## src/rtl/brent_chain_ctrl.sv

```systemverilog
// Multi-chunk add/subtract sequencer for the shared 6-bit Brent-Kung adder.
// Streams operand chunks LSB first, chains the carry between chunks and
// returns result chunks through a single output register with valid/ready.
module brent_chain_ctrl #(
    parameter int unsigned W      = 6,
    parameter int unsigned NCHUNK = 4,
    parameter int unsigned LW     = $clog2(NCHUNK)
) (
    input  logic          clk,
    input  logic          rst,
    input  logic          cmd_valid,
    output logic          cmd_ready,
    input  logic [LW-1:0] cmd_len,
    input  logic          cmd_sub,
    input  logic          cmd_cin,
    input  logic          in_valid,
    output logic          in_ready,
    input  logic [W-1:0]  in_a,
    input  logic [W-1:0]  in_b,
    output logic [W-1:0]  add_a,
    output logic [W-1:0]  add_b,
    output logic          add_cin,
    input  logic [W:0]    add_res,
    output logic          out_valid,
    input  logic          out_ready,
    output logic [W-1:0]  out_sum,
    output logic          out_last,
    output logic          busy,
    output logic          done,
    output logic          carry_out,
    output logic          overflow
);

    // Counter is one bit wider than cmd_len so a full NCHUNK length is representable.
    localparam int unsigned CW = LW + 1;

    typedef enum logic [1:0] {
        S_IDLE  = 2'd0,
        S_RUN   = 2'd1,
        S_DRAIN = 2'd2
    } state_t;

    state_t         state_q, state_d;
    logic [CW-1:0]  cnt_q, cnt_d;
    logic [CW-1:0]  len_q, len_d;
    logic           sub_q, sub_d;
    logic           carry_q, carry_d;
    logic           out_valid_q, out_valid_d;
    logic [W-1:0]   out_sum_q, out_sum_d;
    logic           out_last_q, out_last_d;
    logic           busy_q, busy_d;
    logic           done_q, done_d;
    logic           carry_out_q, carry_out_d;
    logic           overflow_q, overflow_d;
    logic           in_hs;
    logic           out_hs;
    logic           last_chunk;

    // State and datapath registers with synchronous reset.
    always_ff @(posedge clk) begin
        if (rst) begin
            state_q     <= S_IDLE;
            cnt_q       <= '0;
            len_q       <= '0;
            sub_q       <= 1'b0;
            carry_q     <= 1'b0;
            out_valid_q <= 1'b0;
            out_sum_q   <= '0;
            out_last_q  <= 1'b0;
            busy_q      <= 1'b0;
            done_q      <= 1'b0;
            carry_out_q <= 1'b0;
            overflow_q  <= 1'b0;
        end else begin
            state_q     <= state_d;
            cnt_q       <= cnt_d;
            len_q       <= len_d;
            sub_q       <= sub_d;
            carry_q     <= carry_d;
            out_valid_q <= out_valid_d;
            out_sum_q   <= out_sum_d;
            out_last_q  <= out_last_d;
            busy_q      <= busy_d;
            done_q      <= done_d;
            carry_out_q <= carry_out_d;
            overflow_q  <= overflow_d;
        end
    end

    // Next-state, handshakes and combinational adder drive.
    always_comb begin
        state_d     = state_q;
        cnt_d       = cnt_q;
        len_d       = len_q;
        sub_d       = sub_q;
        carry_d     = carry_q;
        out_valid_d = out_valid_q;
        out_sum_d   = out_sum_q;
        out_last_d  = out_last_q;
        busy_d      = busy_q;
        done_d      = 1'b0;
        carry_out_d = carry_out_q;
        overflow_d  = overflow_q;
        cmd_ready   = 1'b0;
        in_ready    = 1'b0;
        add_a       = '0;
        add_b       = '0;
        add_cin     = 1'b0;
        in_hs       = 1'b0;
        out_hs      = out_valid_q && out_ready;
        last_chunk  = 1'b0;

        case (state_q)
            S_IDLE: begin
                cmd_ready = !rst;
                if (cmd_valid && cmd_ready) begin
                    len_d       = (cmd_len == '0) ? CW'(NCHUNK) : CW'(cmd_len);
                    sub_d       = cmd_sub;
                    carry_d     = cmd_sub ? 1'b1 : cmd_cin;
                    cnt_d       = '0;
                    busy_d      = 1'b1;
                    carry_out_d = 1'b0;
                    overflow_d  = 1'b0;
                    state_d     = S_RUN;
                end
            end

            S_RUN: begin
                in_ready = !rst && (!out_valid_q || out_ready);
                add_a    = in_a;
                add_b    = sub_q ? ~in_b : in_b;
                add_cin  = carry_q;
                in_hs    = in_valid && in_ready;
                if (out_hs) begin
                    out_valid_d = 1'b0;
                end
                if (in_hs) begin
                    last_chunk  = (cnt_q == (len_q - CW'(1)));
                    out_sum_d   = add_res[W-1:0];
                    carry_d     = add_res[W];
                    out_valid_d = 1'b1;
                    out_last_d  = last_chunk;
                    cnt_d       = cnt_q + CW'(1);
                    if (last_chunk) begin
                        carry_out_d = add_res[W];
                        overflow_d  = (in_a[W-1] == add_b[W-1]) && (add_res[W-1] != in_a[W-1]);
                        state_d     = S_DRAIN;
                    end
                end
            end

            S_DRAIN: begin
                if (out_hs) begin
                    out_valid_d = 1'b0;
                    if (out_last_q) begin
                        out_last_d = 1'b0;
                        busy_d     = 1'b0;
                        done_d     = 1'b1;
                        state_d    = S_IDLE;
                    end
                end
            end

            default: begin
                state_d = S_IDLE;
            end
        endcase
    end

    assign out_valid = out_valid_q;
    assign out_sum   = out_sum_q;
    assign out_last  = out_last_q;
    assign busy      = busy_q;
    assign done      = done_q;
    assign carry_out = carry_out_q;
    assign overflow  = overflow_q;

endmodule

```

## config.mk

```make
export PLATFORM = sky130hd
export DESIGN_NAME = brent_chain_ctrl
export DESIGN_NICKNAME = d
export VERILOG_FILES = /design/src/rtl/brent_chain_ctrl.sv
export SDC_FILE = /design/constraint.sdc
export NUM_CORES = 1
export LEC_CHECK = 0
export CORE_ASPECT_RATIO = 1.1
export CORE_UTILIZATION = 40
export CTS_CLUSTER_DIAMETER = 200
export DETAILED_ROUTE_END_ITERATION = 10
export HOLD_SLACK_MARGIN = 0.05
export PLACE_DENSITY = 0.81
export RECOVER_POWER = 50
export REMOVE_ABC_BUFFERS = 1
export SYNTH_ARGS = -nofsm -noshare
export SYNTH_HDL_FRONTEND = slang
export SYNTH_SLANG_ARGS = --single-unit
```

## constraint.sdc

```tcl
create_clock -name clk -period 2.9 [get_ports clk]
set_clock_uncertainty 0.15 [all_clocks]
set_input_delay 0.29 -clock clk [delete_from_list [all_inputs] [get_ports clk]]
set_output_delay 0.29 -clock clk [all_outputs]
set_load 0.05 [all_outputs]
```

; Word-level counts from Yosys, hierarchy flattened
; Cells that the tools add are included.
[totals]
reg_bits = 22
in_bits = 28
out_inout_bits = 27
wordCells = 86
[classes]
addsub = 2
n_eq_ne = 10
muxes = 38
bitwise_logic = 3
n_reduce_logical = 21
[ops]
columns = operator, n
row1 = 2-to-1 mux 1 bit, 19
row2 = 2-to-1 mux 6 bit, 3
row3 = one-hot mux 1 bit (2 select lines), 6
row4 = 2-to-1 mux 2 bit, 5
row5 = "inequality test 2 bit, second input constant", 5
row6 = 2-to-1 mux 3 bit, 3
row7 = AND reduction 4 bit, 2
row8 = inverter 6 bit, 1
row9 = one-hot mux 2 bit (3 select lines), 1
row10 = one-hot mux 3 bit (2 select lines), 1
row11 = AND reduction 3 bit, 2
row12 = nonzero test 2 bit, 3
row13 = logical AND 1 bit, 5
row14 = AND reduction 5 bit, 1
row15 = zero test 2 bit, 2
row16 = AND reduction 2 bit, 2
row17 = "adder 3 x 1 -> 3 bit, second input constant", 1
row18 = equality test 3 bit, 1
row19 = OR reduction 3 bit, 1
row20 = "subtractor 3 x 1 -> 3 bit, second input constant", 1
row21 = "equality test 2 x 1 -> 1 bit, second input constant", 1
row22 = "equality test 2 bit, second input constant", 1
row23 = zero test 1 bit, 2
row24 = inverter 1 bit, 2
row25 = other kinds (3), 3

; Logic depth before layout (Yosys ltp)
[logic_depth]
depth_word = 7
depth_mapped = 8
ltp_nobuf = 7

; Worst setup path before layout
; Ideal clock, no wire load.
[synth_path]
path_type = flip-flop to output port
from = register state_q[1]
to = output port add_b[0]
t_arrival_ns = 1.605
setup_slack_ns = 0.855
stages_incl_launch_ff = 6
n_path_buf = 1
path_cell_list = dfxtp_1 -> inv_1 -> ha_1 -> clkbuf_1 -> inv_1 -> nor2_1
[synth_between]
elab_chain_cells = 2
[synth_lines]
columns = item, line
row1 = from (decl), 43  ; state_t state_q, state_d;
row2 = from (signal assigned), 75  ; state_q <= state_d;
row3 = equality test 2 x 1 -> 1 bit, 113  ; case (state_q)
row4 = 2-to-1 mux 6 bit, 113
row5 = to (decl), 21  ; output logic [W-1:0] add_b,
; Every way passes these cells.

; Worst setup path after layout
[layout_path]
from = register state_q[1]
to = output port add_b[4]
; The elaborated chain is that of the path after synthesis.

==> metrics.txt <==
status finished clean; Mapped Cells ~160; post-route antenna net violation count 0; P per Cell Area 448 nW/µm²; final setup fails 0; Max-cap violations 0; Worst R2R Start state_q[1]; Sum Neg Setup Slack 0 ns; initial core utilization 0.427; H-tree depth 1; Synth area leaders dfxtp_1 36%, a21oi_1 7.9%, nand2_1 7.2%; Ports 55; Peak Freq approximately 360 MHz; initial antenna violation count 0; clock root buffer clkbuf_4; number of global-route vias before repair 1,191; Post-layout nets 241; Worst-Margin Slew around 0.6 ns; Core ar. 2830 µm²; most common cell after layout, fill and taps aside clkdlybuf4s50_1; clock slew at reported path FFs 0.11 ns; Post-CTS Setup Bufs 0; worst reg2reg path endpoint cnt_q[2]; ANT cells 0; global placer's final weighted congestion 0.811; max-slew violation count 0; CTS tree yes; # hold bufs at CTS 0; post-synth top area cell dfxtp_1; r2r worst-path depth 6; final hold vios 0; # rows 20; yosys synthesis warning count 0; width of the die roughly 54 µm; DP Wirelength 2.45 mm; post_cts resized 0; WHS Endpoint out_sum[4]; Port Buf Inserts 54; HP Start out_sum[4]; Synth top area share 0.365; Worst Setup End Kind output pin; layout cell share with drive strength beyond 1 0.0291; crit path kind flop to output pin; Startpoint Class flop; worst-path fanout max 16; Final Critical Period 2.79 ns; Final Core Density 0.636; R2R Setup Slk 0.57 ns; crit path DAT 2.35 ns; Clock Tree Buf Depth 2; Final period util 0.961; Syn-to-layout area delta 49.0%; total number of vias 1,270; Hold Path Class flop to flop; CP required approximately 2.5 ns; Hold Path Depth 2; largest net degree at the start of global routing 22; die area 3240 µm²; Overall Power 0.806 mW; global-route wire length before repair slightly above 5 mm; DRT iter0 DRCs 25; Avg Synthesized Cell Area 7.79 µm²; pre-CTS WS 0.477 ns; Initial DRT Pass Iterations 4; sequential element share of the synthesized area 0.365; Rel. slew slack 0.612; drt total wl 3.14 mm; maximum vdd drop about 440 µV; Worst Setup Slack, final around 0.11 ns; register bit count reported by yosys 22; CTS sink count 22; post-DR wirelength/cell approximately 13 µm; DIE HEIGHT 59.6 µm; drt drc 0; Cell Area, Synth 1210 µm²; GRT Overall Usage 0.222; Pleak 0.764 nW; Netlist cell types 34; total gr overflow 0; fin area 1800 µm²; post-DR vias/cell 5.31; clk_lat worst skew 0.30 ns; CTS Buf Count 3; dpl cell area 1770 µm²; most frequent cells in the layout 35 x clkdlybuf4s50_1, 23 x nand2_1, 22 x dfxtp_1, 19 x a21oi_1, 17 x nor2_1
-- sequential cells by signal, indices dropped and copies added, names as in the netlist --
register / count
done: 1
busy: 1
cnt_q: 3
carry_out: 1
carry_q: 1
sub_q: 1
out_valid: 1
len_q: 3
out_last: 1
state_q: 2
out_sum: 6
overflow: 1
-- synthesized netlist by cell type --
cell,count
a2111oi_2,1
a211oi_1,1
a21boi_0,1
a21o_1,1
a21oi_1,19
a31oi_1,1
a32o_1,2
a32oi_1,2
and2_1,10
and3_1,1
buf_2,3
clkbuf_1,4
dfxtp_1,22
ha_1,5
inv_1,7
mux2i_1,1
nand2_1,23
nand2b_1,1
nand3_1,7
nand3b_1,1
nand4_1,1
nor2_1,17
nor2b_1,3
nor3_1,1
nor3b_1,2
o211ai_1,1
o21ai_0,4
o21ai_1,1
o21ai_2,1
o21bai_1,1
o31ai_1,1
xnor2_1,5
xnor3_1,1
xor2_1,3
-- critical path: stages, from the launching register on --
cell,delay (ns)
dfxtp_1,0.35
inv_1,0.08
ha_1,0.45
inv_1,0.22
nor2_1,0.14
clkdlybuf4s50_1,0.81
-- report_power, final --
part | internal, mW | switching, mW
Sequential | 0.318 | 0.0127
Combinational | 0.133 | 0.206
Clock | 0.0485 | 0.0880
Total | 0.499 | 0.307
-- how the worst max path moves through the flow --
stage / from / endpoint
after detailed placement: state_q[1] / add_b[3]
after global routing: state_q[1] / add_b[4]
final: state_q[1] / add_b[4]
after global placement: in_b[5] / add_b[5]
after floorplan: state_q[1] / add_b[0]
after CTS: state_q[1] / add_b[3]
-- layout make-up --
type / instances / area (µm²)
fill: 259 / 1030
sequential: 22 / 440
tap: 33 / 41.3
clock buffer: 3 / 22.5
inverter: 7 / 26.3
timing repair buffer: 55 / 562
multi-input combinational: 119 / 707
-- metrics by stage --
step           instances  hold slack, ns
6_report             239           0.313
5_1_grt              239           0.329
4_1_cts              239           0.320
3_5_place_dp         236           0.304
3_3_place_gp         236           0.291
2_1_floorplan        148           0.209
-- cell families (layout without fill, tap and decap cells) --
family          after synthesis  count (layout)  synth area share
flops                        22              22             0.365
buf+inv                      14              65            0.0466
simple gates                 67              67             0.259
compound gates               37              37             0.193
fa+ha+maj                     5               5            0.0518
mux                           1               1           0.00829
xor+xnor                      9               9            0.0767
-- metal layers --
layer,wire (µm),track usage,part of all wire
met3,148,0.0615,0.047
met2,1610,0.392,0.51
met5,0,0,0
met4,38,0.0623,0.012
met1,1340,0.253,0.43
Note: power is estimated with default switching activity, not from simulation.
